==> config.mk <==
export PLATFORM = sky130hd
export DESIGN_NAME = cb_exec
export DESIGN_NICKNAME = d
export VERILOG_FILES = /design/src/rtl/cb_exec.sv
export SDC_FILE = /design/constraint.sdc
export NUM_CORES = 1
export LEC_CHECK = 0
export BUFFER_PORTS_ARGS = -buffer_cell sky130_fd_sc_hd__buf_2
export CAP_MARGIN = 40
export CORE_UTILIZATION = 43
export CTS_BUF_LIST = sky130_fd_sc_hd__clkbuf_16
export CTS_CLUSTER_SIZE = 14
export DETAILED_ROUTE_END_ITERATION = 7
export GPL_ROUTABILITY_DRIVEN = 0
export GPL_TIMING_DRIVEN = 0
export PLACE_DENSITY = 0.86
export REMOVE_ABC_BUFFERS = 1
export SLEW_MARGIN = 10
export SYNTH_ARGS = -nofsm -noshare
export SYNTH_HDL_FRONTEND = slang
export SYNTH_SLANG_ARGS = --single-unit
==> constraint.sdc <==
create_clock -name clock -period 1.6 [get_ports clock]
set_clock_uncertainty 0.05 [all_clocks]
set_input_delay 0.48 -clock clock [delete_from_list [all_inputs] [get_ports clock]]
set_output_delay 0.48 -clock clock [all_outputs]
set_load 0.02 [all_outputs]
==> src/rtl/cb_exec.sv <==
// CB-prefix executor: sequences one rotate/shift/BIT/RES/SET on a register or (HL) through an external bit_ops unit.
// Latency: register operand 2 cycles start->done; (HL) operand 3 (BIT) or 4 cycles plus one per memory wait cycle.
// Backpressure: memory requests are held until mem_ack; start is ignored while busy.
module cb_exec (
    input  logic        clock,
    input  logic        reset_n,
    input  logic        start,
    input  logic [7:0]  cb_opcode,
    input  logic [3:0]  flags_in,
    input  logic [15:0] hl_in,
    output logic        busy,
    output logic        done,
    output logic [2:0]  reg_rd_sel,
    input  logic [7:0]  reg_rd_data,
    output logic        reg_wr_en,
    output logic [2:0]  reg_wr_sel,
    output logic [7:0]  reg_wr_data,
    output logic        flags_wr_en,
    output logic [3:0]  flags_out,
    output logic [15:0] mem_addr,
    output logic        mem_rd_req,
    output logic        mem_wr_req,
    output logic [7:0]  mem_wdata,
    input  logic [7:0]  mem_rdata,
    input  logic        mem_ack,
    output logic [4:0]  alu_op,
    output logic [7:0]  alu_in,
    output logic        alu_c_in,
    input  logic [7:0]  alu_out,
    input  logic        alu_c,
    input  logic        alu_z,
    input  logic        alu_h
);

    typedef enum logic [2:0] {
        S_IDLE,
        S_REG,
        S_MEM_RD,
        S_MEM_EXEC,
        S_MEM_WR,
        S_DONE
    } state_t;

    localparam logic [2:0] IDX_HL = 3'd6;

    state_t      state_q;
    logic [7:0]  op_q;
    logic        c_q;
    logic [7:0]  opnd_q;
    logic [15:0] addr_q;
    logic [7:0]  wdata_q;
    logic [7:0]  res_q;
    logic [3:0]  flags_q;
    logic        busy_q;
    logic        done_q;
    logic        reg_wr_en_q;
    logic        flags_wr_en_q;
    logic        rd_req_q;
    logic        wr_req_q;

    logic        is_bit;
    logic        writes_flags;
    logic [3:0]  flags_d;

    // Half-carry comes straight from the op class, so the ALU's h output and
    // the incoming Z/N/H flags are not needed here.
    logic        unused_ok;
    assign unused_ok = &{1'b0, alu_h, flags_in[3:1]};

    assign is_bit       = (op_q[7:6] == 2'b01);
    assign writes_flags = ~op_q[7];

    // New flag nibble: shifts take Z/C from the ALU, BIT keeps the latched carry.
    always_comb begin
        flags_d = {alu_z, 1'b0, 1'b0, alu_c};
        if (is_bit) begin
            flags_d = {alu_z, 1'b0, 1'b1, c_q};
        end
    end

    // Operand routing into the ALU and register-file read port.
    always_comb begin
        alu_in     = 8'h00;
        reg_rd_sel = 3'd0;
        if (state_q == S_REG) begin
            reg_rd_sel = op_q[2:0];
            alu_in     = reg_rd_data;
        end else if (state_q == S_MEM_EXEC) begin
            alu_in = opnd_q;
        end
    end

    assign alu_op      = op_q[7:3];
    assign alu_c_in    = c_q;
    assign busy        = busy_q;
    assign done        = done_q;
    assign reg_wr_en   = reg_wr_en_q;
    assign reg_wr_sel  = op_q[2:0];
    assign reg_wr_data = res_q;
    assign flags_wr_en = flags_wr_en_q;
    assign flags_out   = flags_q;
    assign mem_addr    = addr_q;
    assign mem_rd_req  = rd_req_q;
    assign mem_wr_req  = wr_req_q;
    assign mem_wdata   = wdata_q;

    // Control FSM; every visible strobe is a register set on entry to its state.
    always_ff @(posedge clock or negedge reset_n) begin
        if (!reset_n) begin
            state_q       <= S_IDLE;
            op_q          <= 8'h00;
            c_q           <= 1'b0;
            opnd_q        <= 8'h00;
            addr_q        <= 16'h0000;
            wdata_q       <= 8'h00;
            res_q         <= 8'h00;
            flags_q       <= 4'h0;
            busy_q        <= 1'b0;
            done_q        <= 1'b0;
            reg_wr_en_q   <= 1'b0;
            flags_wr_en_q <= 1'b0;
            rd_req_q      <= 1'b0;
            wr_req_q      <= 1'b0;
        end else begin
            case (state_q)
                S_IDLE: begin
                    if (start) begin
                        op_q   <= cb_opcode;
                        c_q    <= flags_in[0];
                        busy_q <= 1'b1;
                        if (cb_opcode[2:0] == IDX_HL) begin
                            addr_q   <= hl_in;
                            rd_req_q <= 1'b1;
                            state_q  <= S_MEM_RD;
                        end else begin
                            state_q <= S_REG;
                        end
                    end
                end
                S_REG: begin
                    res_q         <= alu_out;
                    flags_q       <= writes_flags ? flags_d : 4'h0;
                    reg_wr_en_q   <= ~is_bit;
                    flags_wr_en_q <= writes_flags;
                    done_q        <= 1'b1;
                    state_q       <= S_DONE;
                end
                S_MEM_RD: begin
                    if (mem_ack) begin
                        opnd_q   <= mem_rdata;
                        rd_req_q <= 1'b0;
                        state_q  <= S_MEM_EXEC;
                    end
                end
                S_MEM_EXEC: begin
                    wdata_q <= alu_out;
                    flags_q <= writes_flags ? flags_d : 4'h0;
                    if (is_bit) begin
                        flags_wr_en_q <= 1'b1;
                        done_q        <= 1'b1;
                        state_q       <= S_DONE;
                    end else begin
                        wr_req_q <= 1'b1;
                        state_q  <= S_MEM_WR;
                    end
                end
                S_MEM_WR: begin
                    if (mem_ack) begin
                        wr_req_q      <= 1'b0;
                        flags_wr_en_q <= writes_flags;
                        done_q        <= 1'b1;
                        state_q       <= S_DONE;
                    end
                end
                S_DONE: begin
                    done_q        <= 1'b0;
                    reg_wr_en_q   <= 1'b0;
                    flags_wr_en_q <= 1'b0;
                    busy_q        <= 1'b0;
                    addr_q        <= 16'h0000;
                    state_q       <= S_IDLE;
                end
                default: begin
                    state_q <= S_IDLE;
                end
            endcase
        end
    end

endmodule

[Yosys cells after proc, flatten, opt, wreduce, memory -nomap -nowiden]
Index checks and enable logic that the tools add are counted.
Word-level totals
  bits in read-only memories: 0
  memories kept: 0
  bits in writable memories: 0
  output and inout port bits: 62
  bits in registers: 62
  latch bits: 0
Cells by class
  muxes and demuxes: 28
  reductions and logical operators: 15
  shift operators: 0
  div/mod/pow operators: 0
  eq/ne operators: 13
  add/sub/neg operators: 0
  bitwise gates (word level): 2
  order comparisons: 0
  $mul: 0
Operators by type and width (number)
  16-bit two-way mux: 2
  16-bit case mux with 2 select lines: 1
  8-bit two-way mux: 2
  3-bit case mux with 5 select lines: 1
  3-bit two-way mux: 4
  2-bit != test, second input constant: 6
  3-bit AND reduction: 4
  3-bit equality test, second input constant: 3
  1-bit two-way mux: 9
  1-bit case mux with 2 select lines: 4
  1-bit case mux with 4 select lines: 2
  2-bit nonzero test: 4
  3-bit by 2-bit equality test with 1-bit output, second input constant: 2
  2-bit AND reduction: 3
  2-bit two-way mux: 2
  4-bit two-way mux: 1
  4-bit AND reduction: 1
  4-bit nonzero test: 1
  3-bit by 1-bit equality test with 1-bit output, second input constant: 1
  3-bit zero test: 1
  2-bit by 1-bit equality test with 1-bit output, second input constant: 1
  1-bit NOT: 2
  2-bit OR reduction: 1

[Depth between registers and ports, before layout]
Gate-level depths: netlist of the first run.
  depth in word-level cells: 4
  mapped depth: 6
  depth with buffers taken out: 3

[Worst setup path before layout of the first run]
No wires, ideal clock.
  path kind: flip-flop to output port
  start: register state_q[1]
  end: output port alu_in[1]
  required time: 1.070 ns
  path buffers: 3
  arrival: 1.267 ns
  cell stages (with the launch flop): 6
  setup slack: -0.197 ns
  cell sequence: dfrtp_1 > buf_6 > buf_2 > buf_2 > mux2i_1 > nor2_1
Between the ends
  word-level cells in the longest chain between the ends: 3
  elaborated cells on any way between the ends: 4
  those cells by class: 2 x eq/ne; 2 x mux
RTL lines
  from (decl): RTL line 46  | state_t state_q;
  from (signal assigned): RTL line 110  | state_q <= S_IDLE;
  from (signal assigned): RTL line 134  | state_q <= S_MEM_RD;
  from (signal assigned): RTL line 136  | state_q <= S_REG;
  3-bit by 2-bit equality test with 1-bit output: RTL line 88  | end else if (state_q == S_MEM_EXEC) begin
  8-bit two-way mux: RTL line 88
  8-bit two-way mux *: RTL line 85  | if (state_q == S_REG) begin
  to (decl): RTL line 27  | output logic [7:0] alu_in,
Mark *: on every way between the ends. The rest lies on a longest branch, timed or not.

[Worst setup path in the final report of the first run]
  start: register state_q[0]
  end: output port reg_rd_sel[2]
Between the ends
  word-level cells in the longest chain between the ends: 2
RTL lines
  3-bit by 1-bit equality test with 1-bit output: RTL line 85
  3-bit two-way mux: RTL line 85
  to (decl): RTL line 13  | output logic [2:0] reg_rd_sel,
No other way between the ends.

==> impl_metrics.yaml, run 1 <==
yosys:
  yosys_warnings: 0
  synthCells: 233
  yosys-top-cells-area: "dfrtp_1 55%, mux2_2 13%, o221a_2 6.5%"
  synth_top_cell_by_area: "dfrtp_1"
  synth_area_mm2: 0.00279
  synth_top_cell_area_share: 0.547
  ys.flop_type: "dfrtp_1"
  yosys_register_bits: 61
  yosysSeqAreaShare: 0.547
  ys_types: 38
  synth_common_cells: "61 x dfrtp_1, 33 x mux2_2, 21 x o21ai_0, 20 x inv_1, 16 x o221a_2"
  avgSynthCellArea_um2: 12.0
  synth_edf_count: 0
  yosys.cell_count.top_type: "dfrtp_1"
  synthArstFlopShare: 1.00
global_routing:
  antenna_found_initial: 0
  grt_pass1_vias: 2193
  grt_overflow_total: 0
  grt_max_degree: 62
  grt_usage: 0.213
  grt_pass1_wl_um: 10600
clocking:
  cts_buffers: 9
  clock_latency_ns: 0.32
  clk_pin_slew_ns: 0.05
  ctsHoldBuffers: 0
  clock_sinks: 61
  cts_tree: "built"
  htree_levels: 3
  cts_buffer_depth: 2
  cts-root-buf: "clkbuf_16"
power:
  p_per_area_mw_per_mm2: 1940
  power_leakage_nw: 2.12
  p_total_w: 0.00827
  peakVddDrop_v: 0.00119
critical_path:
  path_cells: "and2b_2 > and3_1 > buf_6"
  cp-end-kind: "output port"
  worst-path-max-fanout: 7
  cp_data_arrival_time_ns: 1.37
  start_kind: "register"
  max_stage_delay_ns: 0.47
  worstPathRequired_ns: 1.07
  reg2reg_slack_ns: -0.28
  crit_slowest_cell: "dfrtp_2"
  critPathKind: "register to output port"
placed_design:
  dp_hpwl_um: 4380
  port_buffers: 115
  dp_cells: 411
  place_ws_ns: -0.822
timing:
  finalHoldViolCount: 0
  tightest_slew_ns: 0.764
  setup_violations: 43
  rsz0062_at_grt: "true"
  fin_ws_ns: -0.302
  whs_ns: 0.186
  finalCritPeriodShare: 1.19
  fmax_mhz: 526
  slew_violations: 0
  min_period_ns: 1.90
  slew-limit-headroom: 0.491
routing:
  viasPerCell: 5.32
  drtPass1Iterations: 4
  postRouteAntennaNets: 0
  via_count: 2396
  routed_wirelength_um: 7270
  wl_per_cell_um: 16.2
  drc: 0
  drt_iter0_drc: 92
status:
  status: "complete, but fails checks"
  violations: "negative setup slack"
floorplan:
  start_util: 0.458
  chipHeight_um: 82.5
  ios: 121
  fp-row-count: 28
  die_area_mm2: 0.00681
  core_mm2: 0.00610
  die_x_um: 82.5
job:
  cap_violations: 0
cells_and_area:
  layout-drive-gt1-share: 0.595
  syn2layout_area_growth_pct: 53.3
  fin_util: 0.701
  stdcell_count: 450
  antenna_cells: 0
  layout.nets: 429
hold_path:
  hp-class: "input port to async pin"
==> placed cells by master (no fill, tap or decap), types with 2 or more instances in the layout <==
cell,Yosys,final
nand3_4,1,3
clkinv_2,0,3
buf_12,0,4
clkbuf_16,0,12
o21ai_0,21,20
dfrtp_1,61,58
nor3_1,2,2
buf_6,2,7
clkinv_1,0,3
nor2_1,9,9
mux2i_1,9,8
nand2b_1,4,3
and3_4,0,2
buf_2,4,103
o221a_4,0,15
dfrtp_2,0,3
mux2_4,0,8
inv_1,20,19
o22ai_1,2,2
a31oi_1,4,4
nand2_1,9,9
mux2_2,33,25
a21oi_1,3,3
buf_4,3,22
==> worst max-delay path, delay by kind of cell, from the launching register on <==
family,cells,cell delay (ns)
DFF,1,0.47
buffers and inverters,1,0.13
and+or+nand+nor,2,0.46
==> logic make-up (layout without fill, tap and decap cells) <==
family | Yosys count | count (layout) | synth area share
AO/OA/AOI/OAI | 54 | 54 | 0.145
flip-flops | 61 | 61 | 0.547
multiplexers | 42 | 42 | 0.166
other | 1 | 1 | 0.00134
buffers and inverters | 36 | 176 | 0.0601
AND/OR/NAND/NOR | 39 | 41 | 0.0808
==> power by group <==
part | internal (W) | switching, W
logic | 0.00192 | 0.00200
registers | 0.00213 | 0.000411
clock network | 0.00118 | 0.000633
==> registers in the layout, indices dropped and copies added, names as in the netlist, 3 cells and up <==
register,cells
opnd_q,8
mem_wdata,8
flags_out,3
reg_wr_data,8
op_q,8
mem_addr,16
state_q,3
==> stage by stage <==
stage                     area, µm²  TNS (ns)
after floorplan                2700    -24.80
after global placement         3370    -65.50
after detailed placement       3430    -36.43
after CTS                      3990     -8.90
after global routing           4280    -10.99
final                          4280     -8.30
==> timing repair <==
item / CTS / global route
gates cloned: 3 / 2
setup buffers: 11 / 8
setup endpoints to repair: 67 / 55
resized for setup: 32 / 33
pin swaps: 6 / 13
==> area by class of cell <==
cell class	instances	area, µm²
flip-flops and latches	61	1530
fillers	460	1820
repair buffers	140	947
multi-input cells	138	1350
clock inverters	7	56.3
inverters	20	75.1
well taps	75	93.8
clock buffers	9	225
==> final timing paths <==
path	startpoint	end	cells past startpoint
min in group clock	flags_in[0]	alu_c_in$_DFFE_PN0P_	2
worst min-delay path	reset_n	mem_addr[15]$_DFFE_PN0P_	1
worst min register to register	flags_out[0]$_DFFE_PN0P_	flags_out[0]$_DFFE_PN0P_	2
worst max register to register	state_q[1]$_DFFE_PN0P_	mem_addr[12]$_DFFE_PN0P_	6
worst max-delay path	state_q[0]$_DFFE_PN0P_	reg_rd_sel[2]	3
max in group asynchronous	reset_n	state_q[1]$_DFFE_PN0P_	1
==> metal layers <==
| metal | share of wire | GRT usage |
|---|---|---|
| met2 | 0.51 | 0.360 |
| met1 | 0.43 | 0.262 |
| met4 | 0.0092 | 0.0586 |
| met5 | 0 | 0 |
| met3 | 0.056 | 0.0648 |
(Power assumes the default switching activity.)
==> run 2: changes to the inputs <==
Settings changed: CORE_MARGIN set to 2.
==> run 2 against run 1 <==
Effect of this change:
- the flow still finishes with violations (negative setup slack)
- fmax grew 1.4%
- register-to-register slack gained 0.13 ns
- hold slack better by 0.0091 ns
- critical path depth is the same
- first-iteration DRC count decreased by 12%
- wire length is 1.7% higher
- cell area is 2.3% lower
- utilization decreased by 4.0 points
- worst setup slack improved by 0.026 ns
- combinational power is 4% lower
- non-clock buffer count increased by 3
- via count grew 0.63%
- highest routed layer unchanged
==> impl_metrics.yaml, run 2 (synthesized netlist as in run 1, its figures left out) <==
timing:
  fmax_mhz: 533
  slew-limit-headroom: 0.479
  slew_violations: 0
  whs_ns: 0.195
  finalHoldViolCount: 0
  rsz0062_at_grt: "true"
  finalCritPeriodShare: 1.17
  setup_violations: 36
  tightest_slew_ns: 0.782
  min_period_ns: 1.88
  finalSetupTns_ns: -5.52
  fin_ws_ns: -0.275
floorplan:
  core_mm2: 0.00631
  start_util: 0.442
  die_x_um: 84.5
  chipHeight_um: 84.5
  ios: 121
  die_area_mm2: 0.00715
  fp-row-count: 29
power:
  power_leakage_nw: 2.06
  netSwitchingPower_w: 0.00303
  p_int_w: 0.00490
  p_sw_frac: 0.382
  p_comb_frac: 0.473
  p_total_w: 0.00793
  power_frac_seq: 0.318
  peakVddDrop_v: 0.00116
  p_clk_frac: 0.209
  p_per_area_mw_per_mm2: 1900
critical_path:
  worstPathRequired_ns: 1.07
  worst-path-max-fanout: 6
  cp-end-kind: "output port"
  cp_data_arrival_time_ns: 1.35
  critPathKind: "register to output port"
  start_kind: "register"
status:
  status: "complete, but fails checks"
  violations: "negative setup slack"
global_routing:
  grt_pass1_wl_um: 11300
  grt_max_degree: 62
  grt_pass1_vias: 2347
  grt_overflow_total: 0
  grt_usage: 0.197
  antenna_found_initial: 0
routing:
  routed_wirelength_um: 7400
  drt_iter0_drc: 81
  drtPass1Iterations: 4
  drc: 0
  wl_per_cell_um: 16.3
  viasPerCell: 5.31
  via_count: 2411
  postRouteAntennaNets: 0
clocking:
  htree_levels: 3
  clock_sinks: 61
  ctsHoldBuffers: 0
  clock_latency_ns: 0.31
  cts_buffers: 9
  cts_tree: "built"
  cts-root-buf: "clkbuf_16"
  cts_buffer_depth: 2
  clk_pin_slew_ns: 0.05
cells_and_area:
  final_common_cell: "buf_2"
  layout-drive-gt1-share: 0.602
  multi_input_area_mm2: 0.00134
  n_fill_cell: 500
  layout_common_cells: "103 x buf_2, 58 x dfrtp_1, 28 x buf_4"
  syn2layout_area_growth_pct: 49.8
  layout.nets: 432
  largest_register_ffs: 16
  antenna_cells: 0
  final-seq-area_mm2: 0.00153
placed_design:
  port_buffers: 115
  dp_hpwl_um: 4480
hold_path:
  hp-class: "input port to async pin"
job:
  cap_violations: 0
## run 2: cell types whose count changed in the layout (fill, tap and decap cells not counted), sizes merged
cell and change:
clkinv -2, bufinv -1, clkbuf -3, buf +7
clkinvlp +2, bufbuf -1
## run 2: layer usage
| metal | track usage | up-vias | part of all wire |
|---|---|---|---|
| met5 | 0 | - | 0 |
| met4 | 0.0447 | 0 | 0.0031 |
| met3 | 0.0600 | 2 | 0.060 |
| met2 | 0.325 | 80 | 0.51 |
| met1 | 0.256 | 1210 | 0.43 |
| li1 | - | 1119 | - |
## run 2: metrics by stage
step           setup WS [ns]  utilization  area, µm²  cells
2_1_floorplan         -0.645            -       2700    217
3_3_place_gp           -1.20        0.533       3370    409
3_5_place_dp          -0.777        0.541       3420    413
4_1_cts               -0.323        0.624       3940    449
5_1_grt               -0.322        0.662       4180    454
6_report              -0.275        0.662       4180    454
## run 2: area by class of cell
cell class / instances / share of cell area
clock buffer: 9 / 0.0539
clock inverter: 6 / 0.00749
inverter: 20 / 0.0180
multi-input combinational: 138 / 0.321
sequential: 61 / 0.366
tap: 77 / 0.0231
timing repair buffer: 143 / 0.210
## run 2: final timing paths
kind,endpoint,from,slack [ns],depth (start not counted)
setup / recovery,reg_rd_sel[2],state_q[2]$_DFFE_PN0P_,-0.28,3
hold / removal,mem_addr[10]$_DFFE_PN0P_,reset_n,0.19,1
setup reg to reg,alu_c_in$_DFFE_PN0P_,state_q[1]$_DFFE_PN0P_,-0.15,6
hold reg to reg,flags_out[3]$_DFFE_PN0P_,flags_out[3]$_DFFE_PN0P_,0.44,2
max in group asynchronous,state_q[1]$_DFFE_PN0P_,reset_n,0.73,1
min in group clock,opnd_q[0]$_DFFE_PN0P_,mem_rdata[0],0.34,2
## run 2: power groups by stage
stage	combinational [W]	clock (W)	sequential, W
4_1_cts	0.00353	0.00170	0.00249
3_3_place_gp	0.00272	0	0.00260
3_5_place_dp	0.00292	0	0.00259
5_1_grt	0.00401	0.00178	0.00259
6_report	0.00375	0.00166	0.00253
2_1_floorplan	0.00126	0	0.00316
## run 2: what timing repair did
item / 4_1_cts / 5_1_grt
pin swaps: 2 / 16
gates resized for setup: 34 / 35
cloned: 1 / 1
setup endpoints to repair: 67 / 53
buffers inserted: 20 / 5
## run 2: worst max-delay path, cell delays in order (launching register included)
cell     delay (ns)
dfrtp_2        0.45
and2b_2        0.28
and3_4         0.20
buf_6          0.11
